`src/rtl/fp_normalize.sv`:
```
// ============================================================================
// fp_normalize
// ----------------------------------------------------------------------------
// Post add/sub normalizer for a single-precision style datapath. The raw
// magnitude arrives with a carry position at bit 28, the hidden-one position
// at bit 27 and guard/round/sticky in bits 3:0. The block shifts the
// magnitude so the leading one sits at bit 27. It adjusts the biased exponent
// to match and raises flags for overflow, denormal results and a zero
// magnitude. The result then goes to the rounding stage.
//
// Normalization is iterative, one left shift per clock. A carry is fixed with
// a single right shift.
//
// Optional feature (compile-time macro FP_NORM_STICKY_EN):
//   defined   : the bit lost by the carry right shift is ORed into bit 0
//   undefined : the bit lost by the carry right shift is dropped
//
// Ports
//   clk       in   1   clock, rising edge
//   reset     in   1   asynchronous active-high reset
//   start     in   1   load operands and begin (honoured only in IDLE)
//   a_in      in  29   raw magnitude {carry, hidden, fraction, g/r/s}
//   exp_in    in   8   biased exponent of the raw result
//   sign_in   in   1   result sign
//   busy      out  1   high while in SCAN or DONE
//   done      out  1   single-cycle pulse, outputs valid
//   a_out     out 29   normalized magnitude, leading one at bit 27
//   msb_loc   out  5   leading-one index of a_in (clamped to 27, 0 if zero)
//   exp_out   out  8   adjusted exponent
//   sign_out  out  1   registered sign
//   flags     out  3   {ovf, denorm, zero}
// ============================================================================
module fp_normalize (
    input  logic        clk,
    input  logic        reset,
    input  logic        start,
    input  logic [28:0] a_in,
    input  logic [7:0]  exp_in,
    input  logic        sign_in,
    output logic        busy,
    output logic        done,
    output logic [28:0] a_out,
    output logic [4:0]  msb_loc,
    output logic [7:0]  exp_out,
    output logic        sign_out,
    output logic [2:0]  flags
);

    typedef enum logic [1:0] {
        IDLE = 2'd0,
        SCAN = 2'd1,
        DONE = 2'd2
    } state_t;

    state_t      state_q, state_d;

    logic [28:0] mant_q,   mant_d;
    logic [7:0]  exp_q,    exp_d;
    logic [4:0]  msb_q,    msb_d;
    logic        sign_q,   sign_d;
    logic        ovf_q,    ovf_d;
    logic        denorm_q, denorm_d;
    logic        zero_q,   zero_d;

    logic [4:0]  leadIdx;
    logic [28:0] rightShift;
    logic [28:0] leftShift;
    logic        scanFinish;

    // Leading-one index of the incoming operand. A set carry bit is
    // reported as 27, because after the carry shift the leading one sits
    // there. The later, higher matches override the lower ones.
    always_comb begin
        leadIdx = 5'd0;
        for (int i = 0; i < 28; i++) begin
            if (a_in[i]) begin
                leadIdx = 5'(i);
            end
        end
        if (a_in[28]) begin
            leadIdx = 5'd27;
        end
    end

    // Shift candidates for the SCAN rules. When the sticky option is on,
    // the bit lost off the bottom by the carry shift is folded into the new
    // LSB.
    always_comb begin
        rightShift = {1'b0, mant_q[28:1]};
`ifdef FP_NORM_STICKY_EN
        rightShift[0] = mant_q[1] | mant_q[0];
`endif
        leftShift = {mant_q[27:0], 1'b0};
    end

    // Any rule except the plain left shift ends the scan this cycle.
    assign scanFinish = (mant_q == 29'd0) | mant_q[28] | mant_q[27] |
                        (exp_q <= 8'd1);

    // State register.
    always_ff @(posedge clk or posedge reset) begin
        if (reset) begin
            state_q <= IDLE;
        end else begin
            state_q <= state_d;
        end
    end

    // Next-state logic. start is looked at only in IDLE, so a request made
    // while busy (including the DONE cycle) is dropped.
    always_comb begin
        state_d = state_q;
        case (state_q)
            IDLE: begin
                if (start) begin
                    state_d = SCAN;
                end
            end
            SCAN: begin
                if (scanFinish) begin
                    state_d = DONE;
                end
            end
            DONE: begin
                state_d = IDLE;
            end
            default: begin
                state_d = IDLE;
            end
        endcase
    end

    // FSM outputs.
    always_comb begin
        busy = 1'b0;
        done = 1'b0;
        case (state_q)
            SCAN: begin
                busy = 1'b1;
            end
            DONE: begin
                busy = 1'b1;
                done = 1'b1;
            end
            default: begin
                busy = 1'b0;
                done = 1'b0;
            end
        endcase
    end

    // Datapath next-state. IDLE+start loads the operands. SCAN applies the
    // first rule that matches. The exponent stops at 1 on the way down,
    // because the denorm rule catches it before the decrement. On the way
    // up it saturates at 255 with ovf raised. Outside these cases the
    // registers hold, so the result stays visible after DONE.
    always_comb begin
        mant_d   = mant_q;
        exp_d    = exp_q;
        msb_d    = msb_q;
        sign_d   = sign_q;
        ovf_d    = ovf_q;
        denorm_d = denorm_q;
        zero_d   = zero_q;
        case (state_q)
            IDLE: begin
                if (start) begin
                    mant_d   = a_in;
                    exp_d    = exp_in;
                    sign_d   = sign_in;
                    msb_d    = leadIdx;
                    ovf_d    = 1'b0;
                    denorm_d = 1'b0;
                    zero_d   = 1'b0;
                end
            end
            SCAN: begin
                if (mant_q == 29'd0) begin
                    zero_d = 1'b1;
                    exp_d  = 8'd0;
                end else if (mant_q[28]) begin
                    mant_d = rightShift;
                    if (exp_q >= 8'd254) begin
                        ovf_d = 1'b1;
                        exp_d = 8'd255;
                    end else begin
                        exp_d = exp_q + 8'd1;
                    end
                end else if (mant_q[27]) begin
                    mant_d = mant_q;
                end else if (exp_q <= 8'd1) begin
                    denorm_d = 1'b1;
                end else begin
                    mant_d = leftShift;
                    exp_d  = exp_q - 8'd1;
                end
            end
            default: begin
                mant_d = mant_q;
            end
        endcase
    end

    // Datapath registers. Reset clears every visible result immediately.
    always_ff @(posedge clk or posedge reset) begin
        if (reset) begin
            mant_q   <= 29'd0;
            exp_q    <= 8'd0;
            msb_q    <= 5'd0;
            sign_q   <= 1'b0;
            ovf_q    <= 1'b0;
            denorm_q <= 1'b0;
            zero_q   <= 1'b0;
        end else begin
            mant_q   <= mant_d;
            exp_q    <= exp_d;
            msb_q    <= msb_d;
            sign_q   <= sign_d;
            ovf_q    <= ovf_d;
            denorm_q <= denorm_d;
            zero_q   <= zero_d;
        end
    end

    assign a_out    = mant_q;
    assign exp_out  = exp_q;
    assign msb_loc  = msb_q;
    assign sign_out = sign_q;
    assign flags    = {ovf_q, denorm_q, zero_q};

endmodule
```
`config.mk`:
```
export PLATFORM = sky130hd
export DESIGN_NAME = fp_normalize
export DESIGN_NICKNAME = d
export VERILOG_FILES = /design/src/rtl/fp_normalize.sv
export SDC_FILE = /design/constraint.sdc
export NUM_CORES = 1
export LEC_CHECK = 0
export ABC_AREA = 1
export BUFFER_PORTS_ARGS = -buffer_cell sky130_fd_sc_hd__buf_2
export CAP_MARGIN = 20
export CORE_MARGIN = 10
export CORE_UTILIZATION = 53
export CTS_CLUSTER_DIAMETER = 40
export CTS_CLUSTER_SIZE = 28
export DETAILED_ROUTE_END_ITERATION = 7
export GPL_TIMING_DRIVEN = 0
export PLACE_DENSITY = 0.82
export RECOVER_POWER = 25
export SETUP_SLACK_MARGIN = 0.5
export SKIP_CTS_REPAIR_TIMING = 1
export SLEW_MARGIN = 20
export SYNTH_ARGS = -nofsm -noshare
export SYNTH_HDL_FRONTEND = slang
export SYNTH_SLANG_ARGS = --single-unit
```
`constraint.sdc`:
```
create_clock -name clk -period 2.4 [get_ports clk]
set_input_delay 0.12 -clock clk [delete_from_list [all_inputs] [get_ports clk]]
set_output_delay 0.12 -clock clk [all_outputs]
set_load 0.005 [all_outputs]
```
Word level (Yosys, flattened, before mapping)
Index checks and enable logic that the tools add are counted.
- output and inout bits: 48
- input bits: 41
- flip-flop bits (word level): 48
- magnitude comparators: 2
- $add $sub $neg: 2
- muxes and demuxes: 58
- equal/unequal tests: 15
- reductions and logical operators: 12
- bitwise gates (word level): 3
- operators by type and width (kind ; count):
    5-bit two-way mux ; 27
    28-bit two-way mux ; 3
    29-bit two-way mux ; 2
    29-bit case mux with 2 select lines ; 1
    8-bit two-way mux ; 6
    29-bit zero test ; 1
    2-bit != test, second input constant ; 9
    8-bit case mux with 2 select lines ; 1
    1-bit two-way mux ; 12
    5-bit AND reduction ; 2
    8-bit by 1-bit adder with 8-bit output, second input constant ; 1
    8-bit greater-or-equal comparator, second input constant ; 1
    8-bit by 1-bit less-or-equal comparator with 1-bit output, second input constant ; 1
    4-bit != test, second input constant ; 2
    8-bit by 1-bit subtractor with 8-bit output, second input constant ; 1
    3-bit != test, second input constant ; 2
    1-bit case mux with 2 select lines ; 3
    3-bit AND reduction ; 2
    6-bit AND reduction ; 1
    2-bit two-way mux ; 2
    2-bit case mux with 2 select lines ; 1
    2-bit AND reduction ; 2
    4-bit AND reduction ; 1
    1-bit bitwise OR ; 3
    other kinds (5) ; 5

Longest topological paths before layout
Gate-level depths: netlist of the first run.
- word-level depth: 28
- mapped depth: 27
- mapped depth without buffers: 27

Least setup slack after synthesis of the first run
OpenSTA, ideal clock, no wires.
- kind: reg2reg
- start point: register exp_q[0], in the netlist exp_out[0]
- end point: register exp_q[0], in the netlist exp_out[0]
- buffers on the path: 1
- data required time: 2271 ps
- slack: 378 ps
- stages on the path, launching flop included: 12
- arrival time: 1893 ps
- clock period less this slack: 2022 ps
- path through: dfrtp_1 inv_1 ha_1 o21ai_0 nor2_1 nor2_1 inv_1 a31oi_1 inv_1 buf_2 a21oi_1 a22oi_1
- longest elaborated chain between the ends: 6
- elaborated cells on any way between the ends: 12
- those cells by class: 2 x add/sub; 2 x order compare; 1 x eq/ne; 6 x mux; 1 x reduce/logical
- ends and longest elaborated chain (item ; line ; text):
    from (decl) ; 58 ; logic [7:0] exp_q, exp_d;
    from (signal assigned) ; 216 ; exp_q <= exp_d;
    8-bit by 1-bit subtractor with 8-bit output ; 195 ; exp_d = exp_q - 8'd1;
    8-bit two-way mux ; 191 ; end else if (exp_q <= 8'd1) begin
    8-bit two-way mux ; 189 ; end else if (mant_q[27]) begin
    8-bit two-way mux ; 181 ; end else if (mant_q[28]) begin
    8-bit two-way mux ; 178 ; if (mant_q == 29'd0) begin
    8-bit case mux with 2 select lines ; 165 ; case (state_q)
Several ways; a longest one is shown, not always the timed one. The select of a mux whose other input is x is not followed.
A chain may end at the register's enable or synchronous reset.

Worst setup path in the final report of the first run
- start point: register mant_q[7], in the netlist a_out[7]
- end point: register mant_q[17], in the netlist a_out[17]
- longest elaborated chain between the ends: 3
- ends and longest elaborated chain (item ; line ; text):
    from (decl) ; 57 ; logic [28:0] mant_q, mant_d;
    from (signal assigned) ; 215 ; mant_q <= mant_d;
    29-bit zero test ; 178 ;
    2-bit != test (no line) ; -- ;
    5-bit AND reduction (no line) ; -- ;
No other way between the ends.

==> results of run 1 <==
-- worst max path at each step --
stage,startpoint,endpoint,slack (ps)
2_1_floorplan,exp_out[0],exp_out[1],500
3_3_place_gp,a_out[7],a_out[19],220
3_5_place_dp,a_out[7],a_out[20],250
4_1_cts,state_q[1],a_out[7],210
5_1_grt,a_out[11],a_out[17],180
6_report,a_out[7],a_out[17],220
-- cell families after synthesis --
logic type               synth area share
AO/OA/AOI/OAI                       0.267
XOR/XNOR                           0.0169
adder cells (fa/ha/maj)            0.0322
buffers and inverters               0.130
flip-flops                          0.386
multiplexers                      0.00362
AND/OR/NAND/NOR                     0.164
-- registers in the layout, indices dropped and copies added, names as in the netlist --
| register | flops |
|---|---|
| zero_q | 1 |
| denorm_q | 1 |
| state_q | 2 |
| a_out | 29 |
| ovf_q | 1 |
| exp_out | 8 |
| msb_loc | 5 |
| sign_out | 1 |
-- critical path: stages, from the launching register on --
cell      delay [ps]
dfrtp_2          480
nor4_4           300
nand3_1          110
nor4_2           220
nand2_1          170
inv_2            160
a21oi_4          110
o21ai_4          130
buf_6            190
a211oi_1          60
a21oi_1          150
-- per-layer routing --
metal	routed length [um]	vias up
li1	-	1624
met1	4350	1656
met2	5170	174
met3	961	19
met4	168	0
met5	0	-
-- placed cells by master, fill, tap and decap left out, types with 12 or more instances in the layout --
cell type / instances
a21oi_1: 35
nand3_1: 12
nor2_1: 21
dfrtp_1: 45
clkbuf_1: 17
buf_2: 78
a211oi_2: 14
buf_4: 12
nand2_1: 55
a211oi_1: 13
inv_1: 66
o22ai_1: 23
inv_2: 12
-- through the flow --
stage / std cells / area, um2 / setup WS, ps / total power, mW / utilization
2_1_floorplan: 408 / 3120 / 501 / 3.59 / -
3_3_place_gp: 568 / 3650 / 225 / 4.51 / 0.650
3_5_place_dp: 569 / 3670 / 255 / 4.62 / 0.655
4_1_cts: 577 / 3760 / 213 / 5.14 / 0.671
5_1_grt: 592 / 4170 / 179 / 6.51 / 0.743
6_report: 592 / 4170 / 223 / 6.07 / 0.743
-- cell type report --
type,count,share of cell area
Buffer,18,0.0318
Clock buffer,8,0.0216
Inverter,79,0.0721
Multi-Input combinational cell,264,0.425
Sequential cell,48,0.289
Tap cell,72,0.0216
Timing Repair Buffer,103,0.138
-- power by group through the flow --
stage	Sequential [mW]	Clock, mW	Combinational, mW
6_report	1.67	0.525	3.87
5_1_grt	1.73	0.553	4.23
3_3_place_gp	1.60	0	2.91
3_5_place_dp	1.62	0	3.00
4_1_cts	1.60	0.518	3.02
2_1_floorplan	1.57	0	2.02
==> results.py, run 1 <==
metrics = {
    "outcome": {
        "status": "completed",
    },
    "grt": {
        "first_global_vias": 3234,
        "grt_use_met1": 0.273,
        "grt_use_met2": 0.329,
        "grt_use_met3": 0.0540,
        "grt_overflow": 0,
        "antenna_found_initial": 0,
        "grt_pass1_wl_um": 15600,
        "grt_max_degree": 26,
        "track_usage": 0.208,
        "top_usage_layer": "met2",
    },
    "final_layout": {
        "multiInputGateArea_um2": 1770,
        "fin_nets": 568,
        "fill_cells": 442,
        "diodes": 0,
        "regArea_um2": 1200,
        "syn2layout_area_growth_pct": 34.1,
        "drive_gt1_frac": 0.346,
    },
    "clock_network": {
        "numCtsBuffers": 5,
        "cts_tree": "built",
        "cts_root_buf": "clkbuf_8",
        "htreeDepth": 2,
        "clockBufferDepth": 2,
        "clk_pin_slew_ps": 90,
        "clock-sinks": 48,
        "clkLatencyLatePin_ps": 310,
    },
    "place": {
        "io_buffer_count": 88,
        "gp_congestion": 0.929,
        "hpwlAfterDp_um": 7560,
    },
    "route": {
        "drt_first_pass_iters": 6,
        "drc": 0,
        "routed_wl_um": 10700,
        "wire_per_inst_um": 18.0,
        "initialDrtViolationCount": 302,
        "vias_per_cell": 5.87,
        "drtAntennaViolNets": 0,
        "route.vias.total": 3473,
    },
    "sta": {
        "drv_slew": 0,
        "worstMarginPinSlew_ps": 1100,
        "final_hold_viol_count": 0,
        "whs_ps": 10.5,
        "clock_skew_ps": 7.70,
        "setup_violations": 0,
        "slew_headroom": 0.268,
        "tns_ps": 0,
        "rsz0062_at_grt": "true",
        "max_freq_mhz": 459,
        "period_minus_slack_ps": 2180,
        "post-route-period-util": 0.907,
    },
    "synthesis": {
        "yosys_warnings": 0,
        "async_reset_ff_frac": 1.00,
        "synth_top_area_frac": 0.386,
        "ys.flop_type": "dfrtp_1",
        "synth_area_leaders": "dfrtp_1 39%, inv_1 8.9%, a21oi_1 7.2%, nand2_1 6.8%, a211oi_1 6.5%",
        "synth.most_common_cell": "inv_1",
        "synth_top_cell_by_area": "dfrtp_1",
        "ys_ff_latch": 48,
        "synthCells": 408,
        "avgSynthCellArea_um2": 7.62,
        "synth_common_cells": "74 x inv_1, 56 x nand2_1, 48 x dfrtp_1",
        "synth-edff-count": 0,
        "ys_types": 35,
        "seq_area_frac_synth": 0.386,
        "netlist_area_um2": 3110,
        "syn-num-nets": 457,
    },
    "run": {
        "drv_cap": 0,
    },
    "floorplan": {
        "initial_core_util": 0.554,
        "ios": 89,
        "die_x_um": 96.6,
        "coreArea_um2": 5610,
        "die_y_um": 96.6,
        "rows": 27,
        "dieArea_um2": 9330,
    },
    "worst_setup_path": {
        "regToRegEndpoint": "a_out[17]",
        "cp.required_ps": 2630,
        "crit_type": "register to register",
        "arrival_ps": 2400,
        "r2r-start": "a_out[7]",
        "critPathMaxFanout": 10,
        "rrSetupSlack_ps": 220,
        "r2r_cells": 10,
        "endpoint_kind": "register",
        "critPathLaunchType": "register",
    },
    "min_path": {
        "hold_start": "sign_in",
        "hp-class": "input port to register",
        "hold-path-endpoint": "sign_out",
        "whs_path_depth": 3,
    },
    "power": {
        "leakage_nw": 1.99,
        "p_switching_mw": 3.00,
        "seqPwrFrac": 0.276,
        "ir_worst_vdd_mv": 0.980,
        "combPwrFrac": 0.638,
        "switching_share": 0.494,
        "powerDensity_nw_per_um2": 1460,
        "pwr-share-clk": 0.086,
        "p_int_mw": 3.07,
    },
}
Power figures use the tool's default switching activity.
==> run 2: changes to the inputs <==
--- a/config.mk
+++ b/config.mk
@@ -9,12 +9,13 @@
 export BUFFER_PORTS_ARGS = -buffer_cell sky130_fd_sc_hd__buf_2
 export CAP_MARGIN = 20
 export CORE_MARGIN = 10
-export CORE_UTILIZATION = 53
+export CORE_UTILIZATION = 30
+export CTS_BUF_LIST = sky130_fd_sc_hd__clkbuf_8 sky130_fd_sc_hd__clkbuf_16
 export CTS_CLUSTER_DIAMETER = 40
 export CTS_CLUSTER_SIZE = 28
 export DETAILED_ROUTE_END_ITERATION = 7
 export GPL_TIMING_DRIVEN = 0
-export PLACE_DENSITY = 0.82
+export PLACE_DENSITY = 0.52
 export RECOVER_POWER = 25
 export SETUP_SLACK_MARGIN = 0.5
 export SKIP_CTS_REPAIR_TIMING = 1
==> results.py, run 2 (same netlist as run 1, synthesis figures left out) <==
metrics = {
    "worst_setup_path": {
        "slowest_stage": "dfrtp_1",
        "crit_type": "register to register",
        "rrSetupSlack_ps": 250,
        "critPathLaunch": "a_out[11]",
        "path_cells": "nor4_2 > nand4_1 > nor4_2 > nand2_2 > inv_4 > a21oi_4 > o21ai_4 > mux2_2",
        "path_depth": 8,
        "regToRegEndpoint": "a_out[7]",
        "critPathLaunchType": "register",
        "endpoint_kind": "register",
        "r2r-start": "a_out[11]",
        "cp.required_ps": 2600,
        "worst-path-buf-inv": 1,
        "critPathMaxFanout": 5,
        "arrival_ps": 2350,
        "cpLargestDelayFamily": "simple AND/OR/NAND/NOR gates",
        "r2r_cells": 8,
        "slowest_delay_ps": 450,
        "crit_path_frequent_cell": "nor4_2",
    },
    "final_layout": {
        "fill_cells": 1058,
        "largest_reg_flops": 29,
        "fin_nets": 571,
        "final_common_cell": "buf_2",
        "syn2layout_area_growth_pct": 37.7,
        "final_cell_mix": "75 x buf_2, 71 x inv_1, 54 x nand2_1",
        "multiInputGateArea_um2": 1730,
        "regArea_um2": 1210,
        "drive_gt1_frac": 0.325,
        "fin_area_um2": 4280,
        "finish.utilization": 0.418,
    },
    "clock_network": {
        "clk_pin_slew_ps": 90,
        "clkLatencyLatePin_ps": 310,
        "numCtsBuffers": 5,
        "clockBufferDepth": 2,
        "cts_tree": "built",
        "htreeDepth": 2,
        "clock-sinks": 48,
        "cts_root_buf": "clkbuf_8",
    },
    "outcome": {
        "status": "completed",
    },
    "floorplan": {
        "rows": 37,
        "initial_core_util": 0.304,
        "ios": 89,
        "coreArea_um2": 10200,
        "dieArea_um2": 14800,
        "die_y_um": 122,
        "die_x_um": 122,
    },
    "place": {
        "place_area_um2": 3750,
        "gp_congestion": 0.874,
        "hpwlAfterDp_um": 8460,
        "io_buffer_count": 88,
    },
    "route": {
        "wire_per_inst_um": 17.2,
        "drtAntennaViolNets": 0,
        "routed_wl_um": 11300,
        "drt_first_pass_iters": 4,
        "drc": 0,
        "route.vias.total": 3364,
        "vias_per_cell": 5.10,
        "initialDrtViolationCount": 192,
    },
    "grt": {
        "antenna_found_initial": 1,
        "grt_max_degree": 27,
        "grt_pass1_wl_um": 17100,
        "track_usage": 0.142,
        "first_global_vias": 3371,
        "grt_overflow": 0,
    },
    "power": {
        "powerDensity_nw_per_um2": 1440,
        "pwr-share-clk": 0.107,
        "seqPwrFrac": 0.272,
        "combPwrFrac": 0.621,
        "p_total_mw": 6.16,
        "leakage_nw": 2.02,
        "p_switching_mw": 2.94,
        "p_int_mw": 3.22,
        "switching_share": 0.477,
        "ir_worst_vdd_mv": 0.479,
    },
    "sta": {
        "period_minus_slack_ps": 2150,
        "whs_ps": 0.683,
        "slew_headroom": 0.364,
        "worstMarginPinSlew_ps": 953,
        "rsz0062_at_grt": "true",
        "drv_slew": 0,
        "clock_skew_ps": 3.13,
        "post-route-period-util": 0.896,
        "max_freq_mhz": 465,
        "final_hold_viol_count": 0,
        "tns_ps": 0,
        "setup_violations": 0,
    },
    "run": {
        "drv_cap": 0,
    },
    "min_path": {
        "hold-path-endpoint": "sign_out",
        "hold_start": "sign_in",
        "whs_path_depth": 3,
        "hp-class": "input port to register",
    },
}
-- run 2: cell types whose count changed in the layout (fill, tap and decap cells not counted), sizes merged --
cell	change
buf	-1
bufinv	+1
clkbuf	+3
diode	+1
-- run 2: metrics by stage --
stage,worst slack (ps),cells
final,249,660
after global routing,128,660
after CTS,140,641
after detailed placement,155,633
after global placement,152,632
after floorplan,501,408
-- run 2: power groups by stage --
stage          clock network, mW  registers (mW)  logic, mW
2_1_floorplan                  0            1.57       2.02
3_3_place_gp                   0            1.63       3.02
3_5_place_dp                   0            1.65       3.04
4_1_cts                    0.682            1.63       3.06
5_1_grt                    0.715            1.73       4.21
6_report                   0.658            1.68       3.83
-- run 2: worst register-to-register path: stages, from the launching register on --
cell and delay (ps):
dfrtp_1 450, nor4_2 350, nand4_1 190, nor4_2 200, nand2_2 170, inv_4 120
a21oi_4 90, o21ai_4 110, mux2_2 360
-- run 2: layer usage --
layer,vias to the layer above,GRT usage,share of wire
li1,1639,-,-
met2,97,0.236,0.49
met4,0,0.0440,0.014
met3,12,0.0315,0.056
met1,1616,0.179,0.44
met5,-,0,0
-- run 2: layout make-up --
cell class              instances  share of cell area
repair buffers                106               0.141
inverters                      79              0.0713
plain buffers                  18              0.0316
clock inverters                 1             0.00702
clock buffers                   7              0.0225
flip-flops and latches         48               0.282
multi-input cells             264               0.404
diodes                          1            0.000585
well taps                     136              0.0398
-- run 2: worst max-delay path by stage --
| stage | endpoint | slack [ps] |
|---|---|---|
| detailed placement | exp_out[0] | 160 |
| global route | a_out[1] | 130 |
| floorplan | exp_out[1] | 500 |
| finish | a_out[7] | 250 |
| CTS | a_out[7] | 140 |
| global placement | exp_out[0] | 150 |
